## src/rtl/bus_arbiter.sv

```systemverilog
// Zorro II DMA bus-ownership arbiter: hands the mainboard bus from the accelerator CPU to a DMA master via BR/BG/BGACK.
// Latency: SYNC_STAGES+1 edges from any async input to registered outputs; a DMA master stalls in GRANT until BGACK or timeout.
module bus_arbiter #(
  parameter int SYNC_STAGES   = 2,
  parameter int GRANT_TIMEOUT = 16,
  parameter int TURNAROUND    = 2
) (
  input  logic C7M,
  input  logic RESET,
  input  logic BR_MB_n,
  input  logic BGACK_MB_n,
  input  logic BG_CPU_n,
  input  logic AS_CPU_n,
  output logic BR_CPU_n,
  output logic BGACK_CPU_n,
  output logic BG_MB_n,
  output logic BUS_DRIVE_EN,
  output logic DMA_ACTIVE,
  output logic TIMEOUT_PULSE
);

  typedef enum logic [2:0] {
    CPU_OWN,
    REQ,
    DRV_OFF,
    GRANT,
    DMA,
    TURN
  } state_t;

  localparam logic [7:0] GT_LAST = 8'(GRANT_TIMEOUT - 1);
  localparam logic [3:0] TA_LAST = 4'(TURNAROUND - 1);

  logic [SYNC_STAGES-1:0] br_sync_q, bgack_sync_q, bg_sync_q, as_sync_q;
  logic                   br_s, bgack_s, bg_s, as_s;

  state_t     state_q, state_d;
  logic [7:0] grant_cnt_q, grant_cnt_d;
  logic [3:0] turn_cnt_q, turn_cnt_d;
  logic       pulse_d;

  // Synchronizers idle high so reset looks like every line deasserted.
  always_ff @(posedge C7M) begin
    if (RESET) begin
      br_sync_q    <= '1;
      bgack_sync_q <= '1;
      bg_sync_q    <= '1;
      as_sync_q    <= '1;
    end else begin
      br_sync_q    <= {br_sync_q[SYNC_STAGES-2:0], BR_MB_n};
      bgack_sync_q <= {bgack_sync_q[SYNC_STAGES-2:0], BGACK_MB_n};
      bg_sync_q    <= {bg_sync_q[SYNC_STAGES-2:0], BG_CPU_n};
      as_sync_q    <= {as_sync_q[SYNC_STAGES-2:0], AS_CPU_n};
    end
  end

  assign br_s    = ~br_sync_q[SYNC_STAGES-1];
  assign bgack_s = ~bgack_sync_q[SYNC_STAGES-1];
  assign bg_s    = ~bg_sync_q[SYNC_STAGES-1];
  assign as_s    = ~as_sync_q[SYNC_STAGES-1];

  always_comb begin
    state_d     = state_q;
    grant_cnt_d = grant_cnt_q;
    turn_cnt_d  = turn_cnt_q;
    pulse_d     = 1'b0;
    case (state_q)
      CPU_OWN: begin
        // BGACK without our grant: a master already owns the bus, get off it now.
        if (bgack_s)   state_d = DMA;
        else if (br_s) state_d = REQ;
      end
      REQ: begin
        if (!br_s)             state_d = CPU_OWN;
        else if (bg_s && !as_s) state_d = DRV_OFF;
      end
      DRV_OFF: begin
        state_d     = GRANT;
        grant_cnt_d = 8'd0;
      end
      GRANT: begin
        if (bgack_s) begin
          state_d = DMA;
        end else if (!br_s) begin
          state_d    = TURN;
          turn_cnt_d = 4'd0;
        end else if (grant_cnt_q == GT_LAST) begin
          state_d    = TURN;
          turn_cnt_d = 4'd0;
          pulse_d    = 1'b1;
        end else if (grant_cnt_q != 8'hFF) begin
          grant_cnt_d = grant_cnt_q + 8'd1;
        end
      end
      DMA: begin
        if (!bgack_s) begin
          state_d    = TURN;
          turn_cnt_d = 4'd0;
        end
      end
      TURN: begin
        if (turn_cnt_q == TA_LAST) state_d = CPU_OWN;
        else                        turn_cnt_d = turn_cnt_q + 4'd1;
      end
      default: state_d = CPU_OWN;
    endcase
  end

  // Outputs are decoded from the next state so they change on the transition edge.
  always_ff @(posedge C7M) begin
    if (RESET) begin
      state_q       <= CPU_OWN;
      grant_cnt_q   <= 8'd0;
      turn_cnt_q    <= 4'd0;
      BR_CPU_n      <= 1'b1;
      BGACK_CPU_n   <= 1'b1;
      BG_MB_n       <= 1'b1;
      BUS_DRIVE_EN  <= 1'b1;
      DMA_ACTIVE    <= 1'b0;
      TIMEOUT_PULSE <= 1'b0;
    end else begin
      state_q       <= state_d;
      grant_cnt_q   <= grant_cnt_d;
      turn_cnt_q    <= turn_cnt_d;
      BR_CPU_n      <= !(state_d inside {REQ, DRV_OFF, GRANT});
      BGACK_CPU_n   <= (state_d != DMA);
      BG_MB_n       <= (state_d != GRANT);
      BUS_DRIVE_EN  <= (state_d inside {CPU_OWN, REQ});
      DMA_ACTIVE    <= (state_d == DMA);
      TIMEOUT_PULSE <= pulse_d;
    end
  end

endmodule

```

## config.mk

```make
export PLATFORM = sky130hd
export DESIGN_NAME = bus_arbiter
export DESIGN_NICKNAME = d
export VERILOG_FILES = /design/src/rtl/bus_arbiter.sv
export SDC_FILE = /design/constraint.sdc
export NUM_CORES = 1
export LEC_CHECK = 0
export ABC_AREA = 0
export CORE_ASPECT_RATIO = 0.8
export CORE_MARGIN = 2
export CORE_UTILIZATION = 35
export CTS_CLUSTER_DIAMETER = 60
export DETAILED_ROUTE_END_ITERATION = 10
export GPL_TIMING_DRIVEN = 0
export PLACE_DENSITY = 0.52
export SYNTH_ARGS = -nofsm -noshare
export SYNTH_HDL_FRONTEND = slang
export SYNTH_SLANG_ARGS = --single-unit
```

## constraint.sdc

```tcl
create_clock -name C7M -period 2.15 [get_ports C7M]
set_input_delay 0.43 -clock C7M [delete_from_list [all_inputs] [get_ports C7M]]
set_output_delay 0.43 -clock C7M [all_outputs]
set_load 0.02 [all_outputs]
```

==> summary.md, run 1 <==
| Metric | Value |
|---|---|
| Fmax | `0.548 GHz` |
| Fin crit period | `1.83 ns` |
| RSZ-0062 raised after global routing | `no` |
| Share of cells above drive strength 1 | `19.5%` |
| Syn nets | `149` |
| Port Buffers | `11` |
| DP Cell Count | `193` |
| Final Non-Filler Cells | `201` |
| Later-pin clock latency in the skew report | `0.29 ns` |
| Vias in the first global route | `1006` |
| Period Utilization, post-route | `84.9%` |
| Avg Cell Area, Syn | `9.44 um^2` |
| Total negative slack | `0 ns` |
| Post-cts sizing count | `0` |
| Clk_skew | `0.0106 ns` |
| Num Clock Sinks | `29` |
| Yosys reg bits | `29` |
| Power density over cell area | `713 mW/mm^2` |
| Area leader, netlist | `dfxtp_1` |
| CTS tree | `built` |
| WP data arrival | `1.99 ns` |
| Fin nets | `167` |
| H-Tree Depth | `2` |
| Post-DR wirelength/cell | `12.0 um` |
| # fillers | `362` |
| Placement Cell Area | `0.00148 mm^2` |
| Antenna violations before repair | `0` |
| Unique cell type count in the Yosys netlist | `44` |
| Slowest-stage cell, CP | `dfxtp_1` |
| Rows | `19` |
| Synthesis-to-layout area growth | `19.6%` |
| GP Congestion | `0.770` |
| Cts hold-fix bufs | `0` |
| Worst EP required | `2.31 ns` |
| Initial Util | `37.6%` |
| DR iter-0 viols | `43` |
| Max Slew Vio Count | `0` |
| Worst-path cell chain | `ha_1 -> and3_1 -> clkbuf_1 -> a21oi_2 -> o211a_1 -> nor2b_4 -> o2111ai_1` |
| Post-DR vias/cell | `5.16` |
| Worst Hold Class | `reg2reg` |
| Grt ovf | `0` |
| Outcome | `completed` |
| Post-CTS setup buffers | `0` |
| Core ar. | `0.00352 mm^2` |
| Worst slew pin tran | `0.591 ns` |
| Synthesis Warnings | `0` |
| WS Path Type | `reg2reg` |
| TritonRoute pass-1 iters | `4` |
| Max Cap Viol | `0` |
| Sequential fraction of the synthesis area | `43.9%` |
| Vias | `1038` |
| Final setup viols | `0` |
| Worst Setup Start Kind | `flop` |
| Global-route wire length before repair | `4260 um` |
| Max clock buf depth | `2` |
| DIE HEIGHT | `59.0 um` |
| Post-DP HPWL | `1730 um` |
| Synth top area share | `43.9%` |
| Total CTS buffers | `5` |
| Clk slew on worst S/H paths | `0.07 ns` |
| CP max FO | `7` |
| Gate Count Post-Synth | `140` |
| EDFF count, synth | `0` |
| CTS root buf | `clkbuf_8` |
| Drt total wl | `2420 um` |
| Static Leakage | `0.599 nW` |
| Post-synthesis cell area | `0.00132 mm^2` |
| Synth Flop Type | `dfxtp_1` |
| Die area | `0.00429 mm^2` |
| # diodes | `0` |
| Worst vdd ir | `373 uV` |
| Boundary Pins | `12` |
| Die Span X | `72.7 um` |
| Gr usage total | `13.6%` |
| Final ANT Viol Nets | `0` |
| Critical Path End Type | `flop` |
| Largest cells by area after synthesis | `dfxtp_1 44%, xor2_1 4.6%, or2_2 4.3%, nor2_1 4.0%, nor3_2 3.0%` |
| Final hold vios | `0` |
| Final instance area | `0.00158 mm^2` |
| Post-synth ARST share | `0%` |
| Rel. slew slack | `60.5%` |
| DRC viols | `0` |
| Critical Path Max Stage Delay | `0.34 ns` |
| Largest net degree at the start of global routing | `11` |
## layout make-up
type / instances / area [um^2] / share of cell area [%]
clock inverter: 2 / 13.8 / 0.871
sequential: 29 / 581 / 36.7
tap: 42 / 52.6 / 3.33
buffer: 5 / 23.8 / 1.50
timing repair buffer: 11 / 110 / 6.97
clock buffer: 6 / 82.6 / 5.23
multi-input combinational: 102 / 702 / 44.4
inverter: 4 / 15.0 / 0.950
## logic make-up (layout without fill, tap and decap cells)
logic type	Yosys count	count (layout)	synth area share, %
adder cells (fa/ha/maj)	3	3	2.84
flip-flops	29	29	43.9
AND/OR/NAND/NOR	66	66	31.0
XOR/XNOR	8	8	5.30
AO/OA/AOI/OAI	25	25	14.0
buffers and inverters	9	28	2.94
## layer usage
| metal | part of all wire [%] | global-route usage [%] | vias to the layer above |
|---|---|---|---|
| met2 | 42 | 20.5 | 27 |
| li1 | - | - | 528 |
| met4 | 2.8 | 9.79 | 0 |
| met1 | 49 | 16.0 | 475 |
| met3 | 5.5 | 4.97 | 8 |
| met5 | 0 | 0 | - |
## critical path, delay by kind of cell, from the launching register on
| kind | cells | cell delay, ns |
|---|---|---|
| flops | 1 | 0.34 |
| buf+inv | 1 | 0.19 |
| compound gates | 3 | 0.61 |
| simple gates | 2 | 0.34 |
| fa+ha+maj | 1 | 0.21 |
## sequential cells by signal, indices dropped and copies added, names as in the netlist
signal and cells:
BG_MB_n 1, grant_cnt_q 8, as_sync_q 2, bg_sync_q 2, TIMEOUT_PULSE 1, BGACK_CPU_n 1
DMA_ACTIVE 1, state_q 3, turn_cnt_q 4, bgack_sync_q 2, BR_CPU_n 1, br_sync_q 2
BUS_DRIVE_EN 1
## per-stage QoR
| step | setup slack, ns | hold slack (ns) | power (mW) | utilization, % |
|---|---|---|---|---|
| 2_1_floorplan | 0.527 | 0.389 | 0.633 | - |
| 4_1_cts | 0.335 | 0.409 | 1.14 | 44.9 |
| 6_report | 0.324 | 0.407 | 1.13 | 44.9 |
| 3_5_place_dp | 0.0800 | 0.393 | 0.665 | 42.2 |
| 3_3_place_gp | 0.0823 | 0.393 | 0.664 | 42.2 |
| 5_1_grt | 0.166 | 0.418 | 1.18 | 44.9 |
## cell usage after synthesis (2+ instances only)
library cell / count
a21o_1: 2
a21oi_1: 7
and3_1: 2
clkbuf_1: 3
dfxtp_1: 29
ha_1: 3
inv_1: 4
nand2_1: 9
nand2b_1: 4
nand3_1: 4
nand3b_1: 2
nand4_1: 4
nor2_1: 14
nor2b_1: 3
nor3_2: 4
nor3b_1: 2
o21ai_0: 3
or2_2: 9
xor2_1: 7
## path summary, 6_finish.rpt
check	cells past startpoint	slack, ns	to	from
hold reg to reg	1	0.41	as_sync_q[1]$_SDFF_PP1_	as_sync_q[0]$_SDFF_PP1_
setup / recovery	7	0.32	BG_MB_n$_SDFF_PP1_	grant_cnt_q[0]$_SDFFE_PP0P_
setup reg to reg	7	0.32	BG_MB_n$_SDFF_PP1_	grant_cnt_q[0]$_SDFFE_PP0P_
hold / removal	1	0.41	as_sync_q[1]$_SDFF_PP1_	as_sync_q[0]$_SDFF_PP1_
## where the power goes
part           switching, mW  total, mW  internal (mW)
Clock                  0.216      0.474          0.259
Combinational         0.0458     0.0902         0.0444
Sequential           0.00926      0.562          0.553
## layout by cell type, fill, tap and decap left out, types with 2 or more instances in the layout
master / n
dfxtp_1: 29
nor2_1: 14
clkdlybuf4s50_1: 11
nand2_1: 9
or2_2: 9
a21oi_1: 7
xor2_1: 7
clkbuf_8: 6
inv_1: 4
nand2b_1: 4
nand3_1: 4
nand4_1: 4
nor3_2: 4
clkbuf_1: 3
nor2b_1: 3
o21ai_0: 3
ha_1: 3
and3_1: 2
nand3b_1: 2
nor3b_1: 2
a21o_1: 2
No activity file was read; power rests on OpenSTA's default activity.
==> run 2: changes to the inputs <==
PLACE_DENSITY = 0.54   (was 0.52)
clock period = 1.5 ns   (was 2.15 ns; I/O delays follow)
==> run 2 against run 1 <==
The flow now finishes with violations (setup timing). Flip-flop and latch count is the same. Final area grew 19%. Sequential share of layout area shrank 5.1 points. Total power grew 40%. Worst hold slack gained 0.0016 ns. Via count grew 7.3%. Final cell count grew 8.0%. Utilization grew 8.7 points. Register-to-register slack lost 0.35 ns. Routed wire length grew 25%. Sequential power grew 43%. Global-route usage grew 1.2 points. Largest cell class unchanged.
==> summary.md, run 2 (synthesized netlist as in run 1, its figures left out) <==
| Metric | Value |
|---|---|
| Switching pwr | `384 uW` |
| GP Congestion | `0.844` |
| Worst Hold Class | `reg2reg` |
| Vias in the first global route | `1084` |
| Cts hold-fix bufs | `0` |
| Synthesis-to-layout area growth | `42.9%` |
| Post-DR vias/cell | `5.13` |
| Post-DP HPWL | `1910 um` |
| Slowest-stage cell, CP | `dfxtp_4` |
| Clock share of power | `38.4%` |
| Max Cap Viol | `0` |
| Failing checks | `setup timing` |
| Num Clock Sinks | `29` |
| Gr usage total | `14.8%` |
| Largest regs | `grant_cnt_q: 8 flops, turn_cnt_q: 4 flops, state_q: 3 flops` |
| CTS root buf | `clkbuf_8` |
| Worst reg2reg path endpoint | `turn_cnt_q[0]$_SDFFE_PP0P_` |
| Crit-path leading delay family | `simple AND/OR/NAND/NOR gates` |
| Later-pin clock latency in the skew report | `0.28 ns` |
| DP Cell Count | `193` |
| Fin nets | `183` |
| R2r startpoint | `grant_cnt_q[4]$_SDFFE_PP0P_` |
| Die area | `0.00429 mm^2` |
| Worst EP required | `1.70 ns` |
| RSZ-0062 raised after global routing | `yes` |
| H-Tree Depth | `2` |
| Worst-path cell chain | `nor4_4 -> buf_6 -> a211o_1 -> nand3_2 -> xor2_2 -> nor3_2` |
| Grt ovf | `0` |
| Largest net degree at the start of global routing | `11` |
| Initial Util | `37.6%` |
| Hold_sp | `bg_sync_q[0]$_SDFF_PP1_` |
| # diodes | `0` |
| Most common cell after layout, fill and taps aside | `dfxtp_1` |
| CTS tree | `built` |
| R2R cell count | `6` |
| Clk slew on worst S/H paths | `0.06 ns` |
| Internal power | `1.19 mW` |
| Global-route wire length before repair | `4730 um` |
| CP endpoint | `turn_cnt_q[0]$_SDFFE_PP0P_` |
| WS Path Type | `reg2reg` |
| WP data arrival | `1.73 ns` |
| Die Span X | `72.7 um` |
| Core ar. | `0.00352 mm^2` |
| Fmax | `0.657 GHz` |
| Final Non-Filler Cells | `217` |
| Antenna violations before repair | `0` |
| Outcome | `finished, violations left` |
| Share of cells above drive strength 1 | `43.4%` |
| Clk_skew | `0.00662 ns` |
| Max clock buf depth | `2` |
| Worst slew pin tran | `0.482 ns` |
| Largest register FFs | `8` |
| Final ANT Viol Nets | `0` |
| Rows | `19` |
| Vias | `1114` |
| Fin crit period | `1.52 ns` |
| PnR worst setup slack | `-0.0229 ns` |
| DR iter-0 viols | `54` |
| Boundary Pins | `12` |
| Gate power share | `10.6%` |
| DIE HEIGHT | `59.0 um` |
| Power density over cell area | `836 mW/mm^2` |
| Rel. slew slack | `67.8%` |
| CP max FO | `7` |
| Commonest non-fill, non-tap cells in the layout | `19 x dfxtp_1, 16 x buf_4, 13 x nor2_1` |
| Critical Path End Type | `flop` |
| DRC viols | `0` |
| TritonRoute pass-1 iters | `4` |
| Reg with most FFs | `grant_cnt_q` |
| Drt total wl | `3020 um` |
| Setup crit start | `grant_cnt_q[4]$_SDFFE_PP0P_` |
| Final hold vios | `0` |
| Final setup viols | `4` |
| Total CTS buffers | `5` |
| Post-DR wirelength/cell | `13.9 um` |
| Worst vdd ir | `492 uV` |
| Crit path buffers/inverters | `1` |
| Critical Path Max Stage Delay | `0.36 ns` |
| Period Utilization, post-route | `102%` |
| Max Slew Vio Count | `0` |
| Tot Pwr | `1.58 mW` |
| Flop pwr share | `51.0%` |
| R2r setup slk | `-0.02 ns` |
| Port Buffers | `11` |
| Worst Setup Start Kind | `flop` |
| Crit. path cell count | `6` |
| Static Leakage | `0.722 nW` |
| Switching Share | `24.3%` |
run 2: changes by cell type in the layout (fill, tap and decap cells not counted), moves of 3 or more:
cell,previous run,this run
buf_4,1,16
dfxtp_1,29,19
dfxtp_2,0,8
clkdlybuf4s50_1,11,5
nand3_1,4,1
dlymetal6s2s_1,0,5
buf_6,0,3
run 2: final cells by class:
type	count	area [um^2]
Sequential cell	29	598
Inverter	4	15.0
Timing Repair Buffer	28	256
Tap cell	42	52.6
Fill cell	328	1630
Multi-Input combinational cell	102	855
Clock inverter	2	10.0
Buffer	4	28.8
Clock buffer	6	72.6
run 2: power by group through the flow:
stage	sequential, mW	combinational [mW]	clock [mW]
after floorplan	0.829	0.0795	0
after global placement	0.823	0.131	0
after detailed placement	0.823	0.135	0
after CTS	0.803	0.150	0.620
after global routing	0.807	0.182	0.662
final	0.804	0.168	0.606
run 2: timing repair:
item / 4_1_cts / 5_1_grt
hold endpoints to repair: 0 / 0
resized for setup: 26 / 21
setup buffers: 8 / 9
setup endpoints to repair: 21 / 20
pin swaps: 11 / 14
run 2: how the worst min path moves through the flow:
stage / depth (start not counted) / endpoint / slack (ns)
2_1_floorplan: 1 / state_q[2]$_SDFF_PP0_ / 0.38
3_3_place_gp: 1 / br_sync_q[1]$_SDFF_PP1_ / 0.39
3_5_place_dp: 1 / as_sync_q[1]$_SDFF_PP1_ / 0.40
4_1_cts: 1 / as_sync_q[1]$_SDFF_PP1_ / 0.41
5_1_grt: 1 / as_sync_q[1]$_SDFF_PP1_ / 0.43
6_report: 1 / bg_sync_q[1]$_SDFF_PP1_ / 0.41
run 2: worst reg2reg max path, stage by stage, from the launching register on:
cell and delay, ns:
dfxtp_4 0.36, nor4_4 0.27, buf_6 0.18, a211o_1 0.21
nand3_2 0.14, xor2_2 0.21, nor3_2 0.09
run 2: metrics by stage:
step / setup slack [ns] / util [%] / area [um^2] / setup TNS, ns / hold WS (ns)
2_1_floorplan: -0.0213 / - / 1350 / -0.0481 / 0.384
3_5_place_dp: -0.477 / 43.0 / 1510 / -5.87 / 0.398
5_1_grt: -0.0837 / 53.7 / 1890 / -0.507 / 0.429
3_3_place_gp: -0.438 / 43.0 / 1510 / -5.22 / 0.391
4_1_cts: -0.0171 / 49.4 / 1740 / -0.0318 / 0.413
6_report: -0.0229 / 53.7 / 1890 / -0.0645 / 0.409
run 2: routing by layer:
metal / part of all wire, % / track usage, % / up-vias
li1: - / - / 562
met1: 48 / 18.6 / 524
met2: 46 / 23.2 / 21
met3: 4.3 / 4.62 / 7
met4: 1.8 / 7.14 / 0
met5: 0 / 0 / -
==> run 3: changes to the inputs <==
CORE_ASPECT_RATIO = default   (was 0.8)
==> run 3 against run 2 <==
The run still ends with setup timing left. Fmax hardly changed. Total power is 4.9% higher. Clock power is 15% higher. Die area hardly changed. Global-route usage is 0.37 points lower. Clock skew is 0.0026 ns lower. Setup slack worse by 0.00050 ns. Critical path depth stayed put. Non-clock buffer count is 3 lower. Flip-flop and latch count stayed put. Combinational power is 7% lower. Largest cell class unchanged. Largest power group unchanged.
==> summary.md, run 3 (synthesized netlist as in run 1, its figures left out) <==
| Metric | Value |
|---|---|
| CTS tree | `built` |
| Largest regs | `grant_cnt_q: 8 flops, turn_cnt_q: 4 flops, state_q: 3 flops` |
| Clk_skew | `0.00401 ns` |
| Routed wl met2 | `1400 um` |
| Largest net degree at the start of global routing | `11` |
| Core ar. | `0.00363 mm^2` |
| Hold_ws | `0.406 ns` |
| Die area | `0.00428 mm^2` |
| Max Cap Viol | `0` |
| Antenna violations before repair | `0` |
| Fin nets | `180` |
| Placement Cell Area | `0.00152 mm^2` |
| Max clock buf depth | `2` |
| Worst EP required | `1.67 ns` |
| Worst slew pin tran | `0.508 ns` |
| WP data arrival | `1.69 ns` |
| # fillers | `362` |
| Hold Path Depth | `1` |
| Gr usage total | `14.4%` |
| Later-pin clock latency in the skew report | `0.28 ns` |
| Post-DR wirelength/cell | `12.6 um` |
| Power density over cell area | `874 mW/mm^2` |
| PnR worst setup slack | `-0.0234 ns` |
| DRC viols | `0` |
| Final instance area | `0.00189 mm^2` |
| Tot Pwr | `1.66 mW` |
| Post-DR vias/cell | `4.91` |
| Worst-path cell chain | `ha_4 -> and3_4 -> a211o_4 -> nand4_1 -> xor2_1 -> nor3_2` |
| Outcome | `finished, violations left` |
| RSZ-0062 raised after global routing | `yes` |
| Largest register FFs | `8` |
| GP Congestion | `0.756` |
| R2R cell count | `6` |
| Fin crit period | `1.52 ns` |
| Initial Util | `36.4%` |
| Rel. slew slack | `66.1%` |
| Critical Path Max Stage Delay | `0.37 ns` |
| DIE HEIGHT | `65.4 um` |
| Drt total wl | `2760 um` |
| Vias | `1080` |
| Uppermost layer routed | `met4` |
| CTS root buf | `clkbuf_8` |
| TritonRoute pass-1 iters | `4` |
| Static Leakage | `0.696 nW` |
| Worst Setup Start Kind | `flop` |
| Total CTS buffers | `5` |
| Synthesis-to-layout area growth | `43.4%` |
| Post-layout util | `52.1%` |
| H-Tree Depth | `2` |
| Boundary Pins | `12` |
| Share of cells above drive strength 1 | `41.9%` |
| Period Utilization, post-route | `102%` |
| Port Buffers | `11` |
| WS Path Type | `reg2reg` |
| Area occupied by multi-input gates | `870 um^2` |
| Die Span X | `65.4 um` |
| Final hold vios | `0` |
| Post-DP HPWL | `1810 um` |
| Vias in the first global route | `1066` |
| Final ANT Viol Nets | `0` |
| Global-route wire length before repair | `4640 um` |
| Num Clock Sinks | `29` |
| Reg area | `599 um^2` |
| Most common cell after layout, fill and taps aside | `dfxtp_1` |
| Slowest-stage cell, CP | `a211o_4` |
| Grt ovf | `0` |
| Max Slew Vio Count | `0` |
| CP max FO | `7` |
| Critical Path End Type | `flop` |
| DR iter-0 viols | `35` |
| Clk slew on worst S/H paths | `0.06 ns` |
| Cts hold-fix bufs | `0` |
| Fmax | `0.656 GHz` |
| Failing checks | `setup timing` |
| Worst vdd ir | `749 uV` |
| Rows | `22` |
| Routed wl met3 | `95 um` |
| Met1 WL | `1190 um` |
| Final setup viols | `2` |
| Commonest non-fill, non-tap cells in the layout | `20 x dfxtp_1, 14 x nor2_1, 13 x buf_4` |
| Worst Hold Class | `reg2reg` |
| Reg with most FFs | `grant_cnt_q` |
| # diodes | `0` |
run 3: cell type report:
| cell class | instances | area share, % |
|---|---|---|
| timing repair buffer | 25 | 11.8 |
| multi-input combinational | 102 | 45.9 |
| buffer | 4 | 1.39 |
| sequential | 29 | 31.6 |
| clock buffer | 7 | 5.09 |
| clock inverter | 1 | 0.264 |
| inverter | 4 | 0.793 |
| tap | 48 | 3.17 |
run 3: power by group:
part	total, mW	switching, mW	internal [mW]	leakage, nW
Combinational	0.156	0.0782	0.0777	0.401
Sequential	0.804	0.0144	0.790	0.241
Clock	0.696	0.282	0.413	0.0542
run 3: path summary, 6_finish.rpt:
check | slack [ns] | startpoint | end
max reg2reg | -0.02 | grant_cnt_q[1]$_SDFFE_PP0P_ | turn_cnt_q[2]$_SDFFE_PP0P_
min reg2reg | 0.41 | as_sync_q[0]$_SDFF_PP1_ | as_sync_q[1]$_SDFF_PP1_
max | -0.02 | grant_cnt_q[1]$_SDFFE_PP0P_ | turn_cnt_q[2]$_SDFFE_PP0P_
min | 0.41 | as_sync_q[0]$_SDFF_PP1_ | as_sync_q[1]$_SDFF_PP1_
run 3: repair_timing:
action                     4_1_cts  5_1_grt
gates resized for setup         19       26
setup buffers                    7        7
hold endpoints to repair         0        0
setup endpoints to repair       23       17
pin swaps                        7       17
run 3: stage by stage:
| step | cells | setup TNS [ns] | setup WS, ns |
|---|---|---|---|
| 3_5_place_dp | 199 | -5.73 | -0.478 |
| 3_3_place_gp | 199 | -4.94 | -0.431 |
| 6_report | 220 | -0.0384 | -0.0234 |
| 5_1_grt | 220 | -0.830 | -0.0930 |
| 4_1_cts | 213 | -0.157 | -0.0601 |
| 2_1_floorplan | 140 | -0.0481 | -0.0213 |
run 3: per-layer routing:
metal	global-route usage [%]	vias to the layer above
met1	17.1	507
met2	23.2	14
met3	4.11	8
met4	8.59	0
met5	0	-
li1	-	551
run 3: worst max-delay path, delay by kind of cell (launching register included):
family / cells / cell delay (ns)
XOR/XNOR: 1 / 0.18
AND/OR/NAND/NOR: 3 / 0.36
AO/OA/AOI/OAI: 1 / 0.37
flip-flops: 1 / 0.33
adder cells (fa/ha/maj): 1 / 0.15
